[src/rtl/note_line_prefetch_if.sv]
// Glyph-ROM read port and line-buffer write port of the note line prefetcher.
// master = prefetcher side, slave = ROM / line-buffer side.
interface note_line_prefetch_if #(
  parameter int unsigned CW = 10,
  parameter int unsigned AW = 10
);
  logic [AW-1:0] rom_addr;
  logic [1:0]    rom_sel;
  logic          rom_pixel;
  logic          lb_we;
  logic [CW-1:0] lb_waddr;

  modport master (
    output rom_addr,
    output rom_sel,
    output lb_we,
    output lb_waddr,
    input  rom_pixel
  );

  modport slave (
    input  rom_addr,
    input  rom_sel,
    input  lb_we,
    input  lb_waddr,
    output rom_pixel
  );
endinterface

[src/rtl/note_line_prefetch.sv]
// Scanline note-glyph scheduler: scans slots per line and streams glyph rows into the line buffer.
// Optional feature: define NOTE_MIRROR_EN to add per-slot horizontal glyph mirroring.
module note_line_prefetch #(
  parameter int unsigned NUM_SLOTS = 6,
  parameter int unsigned SPR_W     = 20,
  parameter int unsigned SPR_H     = 30,
  parameter int unsigned H_RES     = 640,
  parameter int unsigned CW        = 10,
  parameter int unsigned AW        = 10
) (
  input  logic                   clk,
  input  logic                   reset_n,
  input  logic                   line_start,
  input  logic [CW-1:0]          line_y,
  input  logic [NUM_SLOTS-1:0]   slot_valid,
  input  logic [NUM_SLOTS*CW-1:0] slot_x,
  input  logic [NUM_SLOTS*CW-1:0] slot_y,
  input  logic [NUM_SLOTS*2-1:0] slot_type,
`ifdef NOTE_MIRROR_EN
  input  logic [NUM_SLOTS-1:0]   slot_mirror,
`endif
  note_line_prefetch_if.master   bus,
  output logic                   busy,
  output logic                   done,
  output logic                   overrun
);

  localparam int unsigned IW = (NUM_SLOTS > 1) ? $clog2(NUM_SLOTS) : 1;

  localparam logic [1:0] StIdle  = 2'd0;
  localparam logic [1:0] StScan  = 2'd1;
  localparam logic [1:0] StFetch = 2'd2;
  localparam logic [1:0] StDone  = 2'd3;

  logic [1:0]    state_q, state_d;
  logic [IW-1:0] idx_q, idx_d;
  logic [CW-1:0] ly_q, ly_d;
  logic [CW-1:0] row_q, row_d;
  logic [CW-1:0] col_q, col_d;
  logic [CW-1:0] x_q, x_d;
  logic [1:0]    type_q, type_d;
  logic [CW:0]   pipe_x_q, pipe_x_d;
  logic          pipe_v_q, pipe_v_d;
  logic          overrun_q;

  logic          cur_valid;
  logic [CW-1:0] cur_x, cur_y;
  logic [1:0]    cur_type;
  logic [CW:0]   diff;
  logic          hit, last_slot, last_col, fetching;
  logic [CW-1:0] col_eff;

`ifdef NOTE_MIRROR_EN
  logic mirror_q, mirror_d, cur_mirror;
`endif

  // Select the slot currently being scanned; inputs are sampled live.
  always_comb begin
    cur_valid = 1'b0;
    cur_x     = '0;
    cur_y     = '0;
    cur_type  = '0;
`ifdef NOTE_MIRROR_EN
    cur_mirror = 1'b0;
`endif
    for (int i = 0; i < NUM_SLOTS; i++) begin
      if (idx_q == IW'(i)) begin
        cur_valid = slot_valid[i];
        cur_x     = slot_x[i*CW +: CW];
        cur_y     = slot_y[i*CW +: CW];
        cur_type  = slot_type[i*2 +: 2];
`ifdef NOTE_MIRROR_EN
        cur_mirror = slot_mirror[i];
`endif
      end
    end
  end

  // MSB of the widened subtract is the borrow, i.e. line_y < slot_y.
  assign diff      = {1'b0, ly_q} - {1'b0, cur_y};
  assign hit       = cur_valid & ~diff[CW] & (diff < (CW+1)'(SPR_H));
  assign last_slot = (idx_q == IW'(NUM_SLOTS - 1));
  assign last_col  = (col_q == CW'(SPR_W - 1));
  assign fetching  = (state_q == StFetch);

  always_comb begin
    state_d  = state_q;
    idx_d    = idx_q;
    ly_d     = ly_q;
    row_d    = row_q;
    col_d    = col_q;
    x_d      = x_q;
    type_d   = type_q;
`ifdef NOTE_MIRROR_EN
    mirror_d = mirror_q;
`endif
    pipe_v_d = fetching;
    pipe_x_d = {1'b0, x_q} + {1'b0, col_q};

    case (state_q)
      StIdle: begin
        if (line_start) begin
          ly_d    = line_y;
          idx_d   = '0;
          state_d = StScan;
        end
      end
      StScan: begin
        if (hit) begin
          row_d   = diff[CW-1:0];
          x_d     = cur_x;
          type_d  = cur_type;
`ifdef NOTE_MIRROR_EN
          mirror_d = cur_mirror;
`endif
          col_d   = '0;
          state_d = StFetch;
        end else if (last_slot) begin
          state_d = StDone;
        end else begin
          idx_d = idx_q + IW'(1);
        end
      end
      StFetch: begin
        col_d = col_q + CW'(1);
        if (last_col) begin
          if (last_slot) begin
            state_d = StDone;
          end else begin
            idx_d   = idx_q + IW'(1);
            state_d = StScan;
          end
        end
      end
      StDone:  state_d = StIdle;
      default: state_d = StIdle;
    endcase
  end

  always_ff @(posedge clk or negedge reset_n) begin
    if (!reset_n) begin
      state_q   <= StIdle;
      idx_q     <= '0;
      ly_q      <= '0;
      row_q     <= '0;
      col_q     <= '0;
      x_q       <= '0;
      type_q    <= '0;
`ifdef NOTE_MIRROR_EN
      mirror_q  <= 1'b0;
`endif
      pipe_x_q  <= '0;
      pipe_v_q  <= 1'b0;
      overrun_q <= 1'b0;
    end else begin
      state_q   <= state_d;
      idx_q     <= idx_d;
      ly_q      <= ly_d;
      row_q     <= row_d;
      col_q     <= col_d;
      x_q       <= x_d;
      type_q    <= type_d;
`ifdef NOTE_MIRROR_EN
      mirror_q  <= mirror_d;
`endif
      pipe_x_q  <= pipe_x_d;
      pipe_v_q  <= pipe_v_d;
      if (line_start && (state_q != StIdle)) begin
        overrun_q <= 1'b1;
      end
    end
  end

`ifdef NOTE_MIRROR_EN
  assign col_eff = mirror_q ? (CW'(SPR_W - 1) - col_q) : col_q;
`else
  assign col_eff = col_q;
`endif

  assign bus.rom_addr = fetching ? (AW'(row_q) * AW'(SPR_W) + AW'(col_eff)) : '0;
  assign bus.rom_sel  = fetching ? type_q : 2'b00;
  // Only set pixels are written; the line buffer ORs overlapping glyphs for free.
  assign bus.lb_we    = pipe_v_q & bus.rom_pixel & (pipe_x_q < (CW+1)'(H_RES));
  assign bus.lb_waddr = pipe_x_q[CW-1:0];

  assign busy    = (state_q != StIdle);
  assign done    = (state_q == StDone);
  assign overrun = overrun_q;

endmodule
[src/flat_wrapper.sv]
// flat-port wrapper written by rule: the top's interface ports become plain ports
module note_line_prefetch_flat 
#(
  parameter int unsigned NUM_SLOTS = 6,
  parameter int unsigned SPR_W     = 20,
  parameter int unsigned SPR_H     = 30,
  parameter int unsigned H_RES     = 640,
  parameter int unsigned CW        = 10,
  parameter int unsigned AW        = 10
)
  (clk, reset_n, line_start, line_y, slot_valid, slot_x, slot_y, slot_type, busy, done, overrun, bus_rom_addr, bus_rom_sel, bus_lb_we, bus_lb_waddr, bus_rom_pixel);
  note_line_prefetch_if #(.CW(CW), .AW(AW)) bus_i ();
  input  logic clk;
  input  logic reset_n;
  input  logic line_start;
  input  logic [CW-1:0] line_y;
  input  logic [NUM_SLOTS-1:0] slot_valid;
  input  logic [NUM_SLOTS*CW-1:0] slot_x;
  input  logic [NUM_SLOTS*CW-1:0] slot_y;
  input  logic [NUM_SLOTS*2-1:0] slot_type;
  output logic busy;
  output logic done;
  output logic overrun;
  output wire logic [$bits(bus_i.rom_addr)-1:0] bus_rom_addr;
  output wire logic [$bits(bus_i.rom_sel)-1:0] bus_rom_sel;
  output wire logic [$bits(bus_i.lb_we)-1:0] bus_lb_we;
  output wire logic [$bits(bus_i.lb_waddr)-1:0] bus_lb_waddr;
  input wire logic [$bits(bus_i.rom_pixel)-1:0] bus_rom_pixel;
  assign bus_rom_addr = bus_i.rom_addr;
  assign bus_rom_sel = bus_i.rom_sel;
  assign bus_lb_we = bus_i.lb_we;
  assign bus_lb_waddr = bus_i.lb_waddr;
  assign bus_i.rom_pixel = bus_rom_pixel;
  note_line_prefetch #(.NUM_SLOTS(NUM_SLOTS), .SPR_W(SPR_W), .SPR_H(SPR_H), .H_RES(H_RES), .CW(CW), .AW(AW)) u_core (.clk(clk), .reset_n(reset_n), .line_start(line_start), .line_y(line_y), .slot_valid(slot_valid), .slot_x(slot_x), .slot_y(slot_y), .slot_type(slot_type), .bus(bus_i), .busy(busy), .done(done), .overrun(overrun));
endmodule
[config.mk]
export PLATFORM = sky130hd
export DESIGN_NAME = note_line_prefetch_flat
export DESIGN_NICKNAME = d
export VERILOG_FILES = /design/src/rtl/note_line_prefetch_if.sv /design/src/rtl/note_line_prefetch.sv /design/src/flat_wrapper.sv
export SDC_FILE = /design/constraint.sdc
export NUM_CORES = 1
export LEC_CHECK = 0
export ABC_AREA = 1
export CAP_MARGIN = 10
export CORE_ASPECT_RATIO = 1.25
export CORE_MARGIN = 3
export CORE_UTILIZATION = 42
export DETAILED_ROUTE_END_ITERATION = 8
export GPL_TIMING_DRIVEN = 0
export PLACE_DENSITY = 0.83
export RECOVER_POWER = 50
export SYNTH_ARGS = -nofsm -noshare
export SYNTH_HDL_FRONTEND = slang
export SYNTH_SLANG_ARGS = --single-unit
[constraint.sdc]
create_clock -name clk -period 3.76 [get_ports clk]
set_input_delay 0.376 -clock clk [delete_from_list [all_inputs] [get_ports clk]]
set_output_delay 0.376 -clock clk [all_outputs]
set_load 0.01 [all_outputs]
==> results of run 1 <==
## layout make-up
| cell class | instances | area [um2] |
|---|---|---|
| Inverter | 72 | 275 |
| Clock buffer | 10 | 239 |
| Fill cell | 981 | 3940 |
| Timing Repair inverter | 1 | 7.51 |
| Tap cell | 161 | 201 |
| Sequential cell | 58 | 1450 |
| Buffer | 33 | 240 |
| Timing Repair Buffer | 194 | 1920 |
| Multi-Input combinational cell | 583 | 3480 |
| Clock inverter | 5 | 78.8 |
## flip-flops by register name, summed over array words and instances, names as in the netlist
| name | cells |
|---|---|
| u_core.row_q | 8 |
| u_core.ly_q | 10 |
| u_core.pipe_v_q | 1 |
| u_core.type_q | 2 |
| u_core.idx_q | 3 |
| u_core.state_q | 2 |
| u_core.pipe_x_q | 11 |
| u_core.col_eff | 10 |
| u_core.overrun | 1 |
| u_core.x_q | 10 |
## synthesized netlist by cell type, drive strengths merged (2+ instances only)
library cell,number
a31oi,2
a21o,4
nand3b,2
a21oi,30
ha,46
o211ai,23
xnor2,9
inv,72
or2,12
and2,12
o21ai,54
a22oi,2
mux2,9
nand3,82
nor2,45
nand4,4
fa,4
xor2,15
buf,22
clkbuf,17
nand2,218
nor3,6
dfrtp,58
## worst max-delay path, delay by kind of cell (launching register included)
family	cells	cell delay (ns)
AO/OA/AOI/OAI	6	0.64
adder cells (fa/ha/maj)	2	0.56
buffers and inverters	5	0.71
flip-flops	1	0.44
AND/OR/NAND/NOR	11	1.15
## power breakdown
group,internal [uW],switching (uW)
logic,1780,2490
clock network,592,283
registers,798,145
total,3170,2920
## metal layers
| layer | vias up | routed length [um] |
|---|---|---|
| met4 | 0 | 729 |
| met1 | 2610 | 6200 |
| met3 | 48 | 1000 |
| li1 | 2865 | - |
| met2 | 255 | 8920 |
| met5 | - | 0 |
## through the flow
| step | util (%) | hold WS (ns) |
|---|---|---|
| after floorplan | - | 0.0804 |
| after global placement | 60.6 | 0.441 |
| after detailed placement | 60.7 | 0.368 |
| after CTS | 63.8 | 0.0192 |
| after global routing | 66.7 | 0.307 |
| final | 66.7 | 0.234 |
## cells by family after synthesis
logic type               synth area share (%)
AO/OA/AOI/OAI                            13.1
XOR/XNOR                                 4.04
adder cells (fa/ha/maj)                  12.6
buffers and inverters                    8.92
flip-flops                               27.9
multiplexers                             1.95
AND/OR/NAND/NOR                          31.5
## what timing repair did
action,4_1_cts,5_1_grt
setup buffers,0,13
pin swaps,0,26
gates resized for setup,25,79
gates cloned,0,4
setup endpoints to repair,36,35
hold buffers,0,0
## worst max path at each step
stage	to	slack, ns
after floorplan	u_core.idx_q[2]	0.25
after global placement	u_core.idx_q[2]	-0.40
after detailed placement	u_core.idx_q[1]	-0.48
after CTS	u_core.row_q[3]	0.01
after global routing	u_core.col_eff[9]	-0.1
final	u_core.row_q[2]	0.10
==> impl_results.md, run 1 <==
- CP Launch Point: u_core.idx_q[1]
- Max clock buf depth: 2
- NumNets Final: 1154
- Count of cell types in the netlist: 34
- Worst r2r src: u_core.idx_q[1]
- Crit-path max cell delay: 0.44 ns
- Post-synth EDFFs: 0
- Top FF cell, synth: dfrtp_1
- Worst min path class: in2async
- Overall Global Routing Usage: 22.9%
- Syn Area/Cell: 6.92 um2
- Design Power: 6090 uW
- First-pass GRT wire length: 25500 um
- Global-route track usage on met3: 4.18%
- CTS tree: done
- Met1 Use GR: 25.2%
- Sequential area share after synthesis: 27.9%
- Final worst-path cycle share: 97.3%
- Worst VDD drop: 0.000561 V
- Max_cap viols: 1
- Crit-path slowest cell: dfrtp_2
- Critical Path RT: 3.97 ns
- Pins over their slew limit: 40
- Failing checks: max-capacitance violations, max-slew violations
- Synthesized netlist cell count: 752
- Clock Sinks: 58
- Synthesis-stage register bit count: 58
- Inserted Diodes: 0
- Layout area overhead: 51.8%
- CORE AREA: 11800 um2
- Placed wire-length estimate: 12800 um
- DRC violations left: 0
- Post-synthesis async set-or-reset flop share: 100%
- Slew @ Worst Pin: 2.04 ns
- CTS buffer count: 9
- DR iter-0 viols: 312
- Clock-pin transition on the worst setup and hold timing paths: 0.05 ns
- # placed instances: 1091
- Final Skew: 0.00884 ns
- Worst rel slew slack: -36.2%
- Startpoint Class: flop
- Vias in the first global route: 5625
- CTS H-tree depth: 3
- Mapped Area: 5200 um2
- Root Driver: clkbuf_16
- Die H: 130 um
- Endpoints failing hold: 0
- Fmax achieved: 0.273 GHz
- Global route total overflow: 0
- Synthesized net count: 954
- Vias/cell: 5.17
- Met2 Use GR: 41.7%
- Yosys warns: 0
- Vias post-DR: 5778
- I/O pin count: 178
- Initial antenna violation count: 0
- RR Endpoint: u_core.row_q[2]
- Largest net degree at the start of global routing: 40
- Total die area: 13800 um2
- Proportion of netlist area held by the largest area contributor: 27.9%
- FP Rows: 44
- Final Wtd Congestion: 0.907
- Design Area, Final: 7900 um2
- Status: finished with violations
- Layout cell share with drive strength beyond 1: 13.7%
- R2R setup slack: 0.10 ns
- Initial Utilization: 43.9%
- Max FO, Critical Path: 8
- Final Non-Filler Cells: 1117
- Most frequent cells in the layout: nand2_1 (205), clkdlybuf4s50_1 (173), nand3_1 (77), inv_1 (61), dfrtp_1 (56)
- Critical path data arrival time: 3.86 ns
- Critical path class: reg2reg
- Tmin final: 3.66 ns
- Dpl ws: -0.476 ns
- GRT busiest layer: met2
- Die span in x: 106 um
- Dominant cells by area after synthesis: dfrtp_1 (28%), nand2_1 (16%), ha_1 (11%)
- Leakage: 0.00381 uW
- TNS Setup: 0 ns
- Setup violations, final: 0
- Placed inst area: 7190 um2
- Setup crit end kind: flop
- Post-route setup slack: 0.103 ns
- Antenna violation net count after detailed routing: 0
- R2R cell count: 24
- Clk_lat worst skew: 0.33 ns
- Buffers added on ports: 177
- First drt pass iteration count: 5
- CP cell instances: inv_4, ha_4, inv_2, nor2_4, clkbuf_16, nand2_1, nand2_1, a21oi_1, o21ai_1, o211ai_1, nand3_1, o21ai_0, ha_1, inv_1, o21ai_2, nor2_1, nand2_1, nand2_1, nand2_1, nor2_4, nand4_4, clkbuf_16, nand2_1, o21ai_1
- Area leader, netlist: dfrtp_1
- Pwr Density: 771 nW/um2
- WL/cell: 15.1 um
- CP most frequent cell: nand2_1
- Commonest non-fill, non-tap cell in the layout: nand2_1
- Final WL: 16900 um
No activity file was read; power rests on OpenSTA's default activity.
==> run 2, diff against run 1 <==
--- a/config.mk
+++ b/config.mk
@@ -13,7 +13,6 @@
 export DETAILED_ROUTE_END_ITERATION = 8
 export GPL_TIMING_DRIVEN = 0
 export PLACE_DENSITY = 0.83
-export RECOVER_POWER = 50
 export SYNTH_ARGS = -nofsm -noshare
 export SYNTH_HDL_FRONTEND = slang
 export SYNTH_SLANG_ARGS = --single-unit
==> run 2 against run 1 <==
The flow now finishes without violations. Flip-flop and latch count stayed put. Hold slack got worse by 0.23 ns. Via count about the same. Critical endpoint unchanged.
==> impl_results.md, run 2 (synthesis gave the netlist of run 1 again) <==
- Status: finished clean (was finished with violations)
- Top reg by flops: u_core.pipe_x_q (unchanged)
- Crit-path max cell delay: 0.44 ns (about the same)
- Inserted Diodes: 0 (unchanged)
- Clock share of power: 14.3% (was 14.4%)
- Root Driver: clkbuf_16 (unchanged)
- Vias/cell: 5.17 (about the same)
- Commonest non-fill, non-tap cell in the layout: nand2_1 (unchanged)
- Total die area: 13800 um2 (unchanged)
- Die H: 130 um (unchanged)
- Vias in the first global route: 5625 (unchanged)
- WL/cell: 15.1 um (about the same)
- Most frequent cells in the layout: nand2_1 (205), clkdlybuf4s50_1 (175), nand3_1 (77), inv_1 (61), dfrtp_1 (56) (was nand2_1 (205), clkdlybuf4s50_1 (173), nand3_1 (77), inv_1 (61), dfrtp_1 (56))
- Crit-path slowest cell: dfrtp_2 (unchanged)
- Slew @ Worst Pin: 0.628 ns (was 2.04 ns)
- Clock-pin transition on the worst setup and hold timing paths: 0.05 ns (about the same)
- Placed wire-length estimate: 12800 um (unchanged)
- Max reg flops: 11 (unchanged)
- Fmax achieved: 0.273 GHz (about the same)
- Comb power frac: 70.2% (was 70.1%)
- Final Non-Filler Cells: 1117 (unchanged)
- R2R setup slack: 0.09 ns (was 0.10 ns)
- Worst r2r src: u_core.idx_q[1] (unchanged)
- Worst rel slew slack: 57.9% (was -36.2%)
- Largest net degree at the start of global routing: 40 (unchanged)
- Critical path data arrival time: 3.87 ns (was 3.86 ns)
- TNS Setup: 0 ns (unchanged)
- Buffers added on ports: 177 (unchanged)
- # placed instances: 1091 (unchanged)
- Endpoints failing hold: 0 (unchanged)
- CTS buffer count: 9 (unchanged)
- Max FO, Critical Path: 8 (unchanged)
- Startpoint Class: flop (unchanged)
- Max clock buf depth: 2 (unchanged)
- Final Util: 66.9% (was 66.7%)
- Layout fillers: 978 (was 981)
- Max_cap viols: 0 (was 1)
- Final worst-path cycle share: 97.6% (was 97.3%)
- First drt pass iteration count: 5 (unchanged)
- CTS H-tree depth: 3 (unchanged)
- Setup violations, final: 0 (unchanged)
- Initial Utilization: 43.9% (unchanged)
- Hold Buf Count CTS: 0 (unchanged)
- Pwr Density: 771 nW/um2 (about the same)
- Leakage: 0.00382 uW (was 0.00381 uW)
- Layout cell share with drive strength beyond 1: 13.9% (was 13.7%)
- FP Rows: 44 (unchanged)
- Initial antenna violation count: 0 (unchanged)
- Critical path class: reg2reg (unchanged)
- CORE AREA: 11800 um2 (unchanged)
- Switching power: 2930 uW (was 2920 uW)
- Largest delay share family, worst path: simple AND/OR/NAND/NOR gates (unchanged)
- CTS tree: done (unchanged)
- Overall Global Routing Usage: 22.9% (unchanged)
- R2R cell count: 24 (unchanged)
- Switching part of the total: 48.0% (was 47.9%)
- Setup crit end kind: flop (unchanged)
- Sequential Power Share: 15.5% (about the same)
- Final Wtd Congestion: 0.907 (unchanged)
- NumNets Final: 1154 (unchanged)
- Tmin final: 3.67 ns (was 3.66 ns)
- Antenna violation net count after detailed routing: 0 (unchanged)
- Buffer and inverter count on the worst path: 5 (unchanged)
- Global route total overflow: 0 (unchanged)
- Layout area overhead: 52.2% (was 51.8%)
- DRC violations left: 0 (unchanged)
- Vias post-DR: 5774 (was 5778)
- Final WL: 16900 um (about the same)
- DR iter-0 viols: 328 (was 312)
- CP most frequent cell: nand2_1 (unchanged)
- First-pass GRT wire length: 25500 um (unchanged)
- Internal: 3170 uW (about the same)
- CP cell instances: inv_4, ha_4, inv_2, nor2_4, clkbuf_16, nand2_1, nand2_1, a21oi_1, o21ai_1, o211ai_1, nand3_1, o21ai_0, ha_1, inv_1, o21ai_2, nor2_1, nand2_1, nand2_1, nand2_1, nor2_4, nand4_4, clkbuf_16, nand2_1, o21ai_1 (unchanged)
- Final Skew: 0.00904 ns (was 0.00884 ns)
- Pins over their slew limit: 0 (was 40)
- RR Endpoint: u_core.row_q[2] (unchanged)
- Worst VDD drop: 0.000563 V (was 0.000561 V)
- I/O pin count: 178 (unchanged)
- Worst min path class: in2async (unchanged)
- Die span in x: 106 um (unchanged)
- Clock Sinks: 58 (unchanged)
- Clk_lat worst skew: 0.33 ns (about the same)
- Critical Path RT: 3.96 ns (was 3.97 ns)
## run 2: cell types whose count changed in the layout (fill, tap and decap cells not counted), sizes merged
cell,delta
dlygate4sd3,-2
buf,+2
clkdlybuf4s50,+2
clkbuf,-2
## run 2: cell type report
type	instances	area [um2]	area share [%]
multi-input combinational	583	3480	44.0
timing repair buffer	194	1940	24.5
sequential	58	1450	18.4
inverter	72	275	3.48
buffer	33	240	3.04
clock buffer	10	239	3.02
tap	161	201	2.55
clock inverter	5	78.8	0.996
timing repair inverter	1	7.51	0.0949
## run 2: what timing repair did
action | CTS | global route
endpoints found under the setup margin | 36 | 35
gates resized for setup | 25 | 79
pin swaps | 0 | 26
gates cloned | 0 | 4
setup buffers | 0 | 13
## run 2: per-layer routing
layer  vias to the layer above  share of wire [%]  global-route usage, %
li1                       2869                  -                      -
met1                      2614                 37                   25.2
met2                       242                 53                   41.7
met3                        49                5.7                   4.18
met4                         0                4.3                   12.9
met5                         -                  0                      0
## run 2: power by group through the flow
stage                     logic (uW)  clock network, uW  registers (uW)
after CTS                       3460                876             934
after global placement          3240                  0             934
after detailed placement        3320                  0             940
after floorplan                 2390                  0             898
after global routing            4730                906             960
final                           4280                874             943
## run 2: worst max-delay path by stage
stage | from | end | slack [ns] | depth (start not counted)
global route | u_core.idx_q[1] | u_core.col_eff[9] | -0.1 | 23
floorplan | u_core.idx_q[0] | u_core.idx_q[2] | 0.25 | 23
CTS | u_core.idx_q[0] | u_core.row_q[3] | 0.01 | 23
detailed placement | u_core.idx_q[0] | u_core.idx_q[1] | -0.48 | 23
finish | u_core.idx_q[1] | u_core.row_q[2] | 0.09 | 24
global placement | u_core.idx_q[0] | u_core.idx_q[2] | -0.40 | 23
## run 2: per-stage QoR
stage / hold slack [ns] / setup WS (ns) / instance area, um2 / total power (uW)
2_1_floorplan: 0.0804 / 0.253 / 5200 / 3290
3_3_place_gp: 0.441 / -0.395 / 7170 / 4170
3_5_place_dp: 0.368 / -0.476 / 7190 / 4260
4_1_cts: 0.0192 / 0.0125 / 7550 / 5270
5_1_grt: 0.0310 / -0.0982 / 7910 / 6600
6_report: 0.00695 / 0.0915 / 7910 / 6100
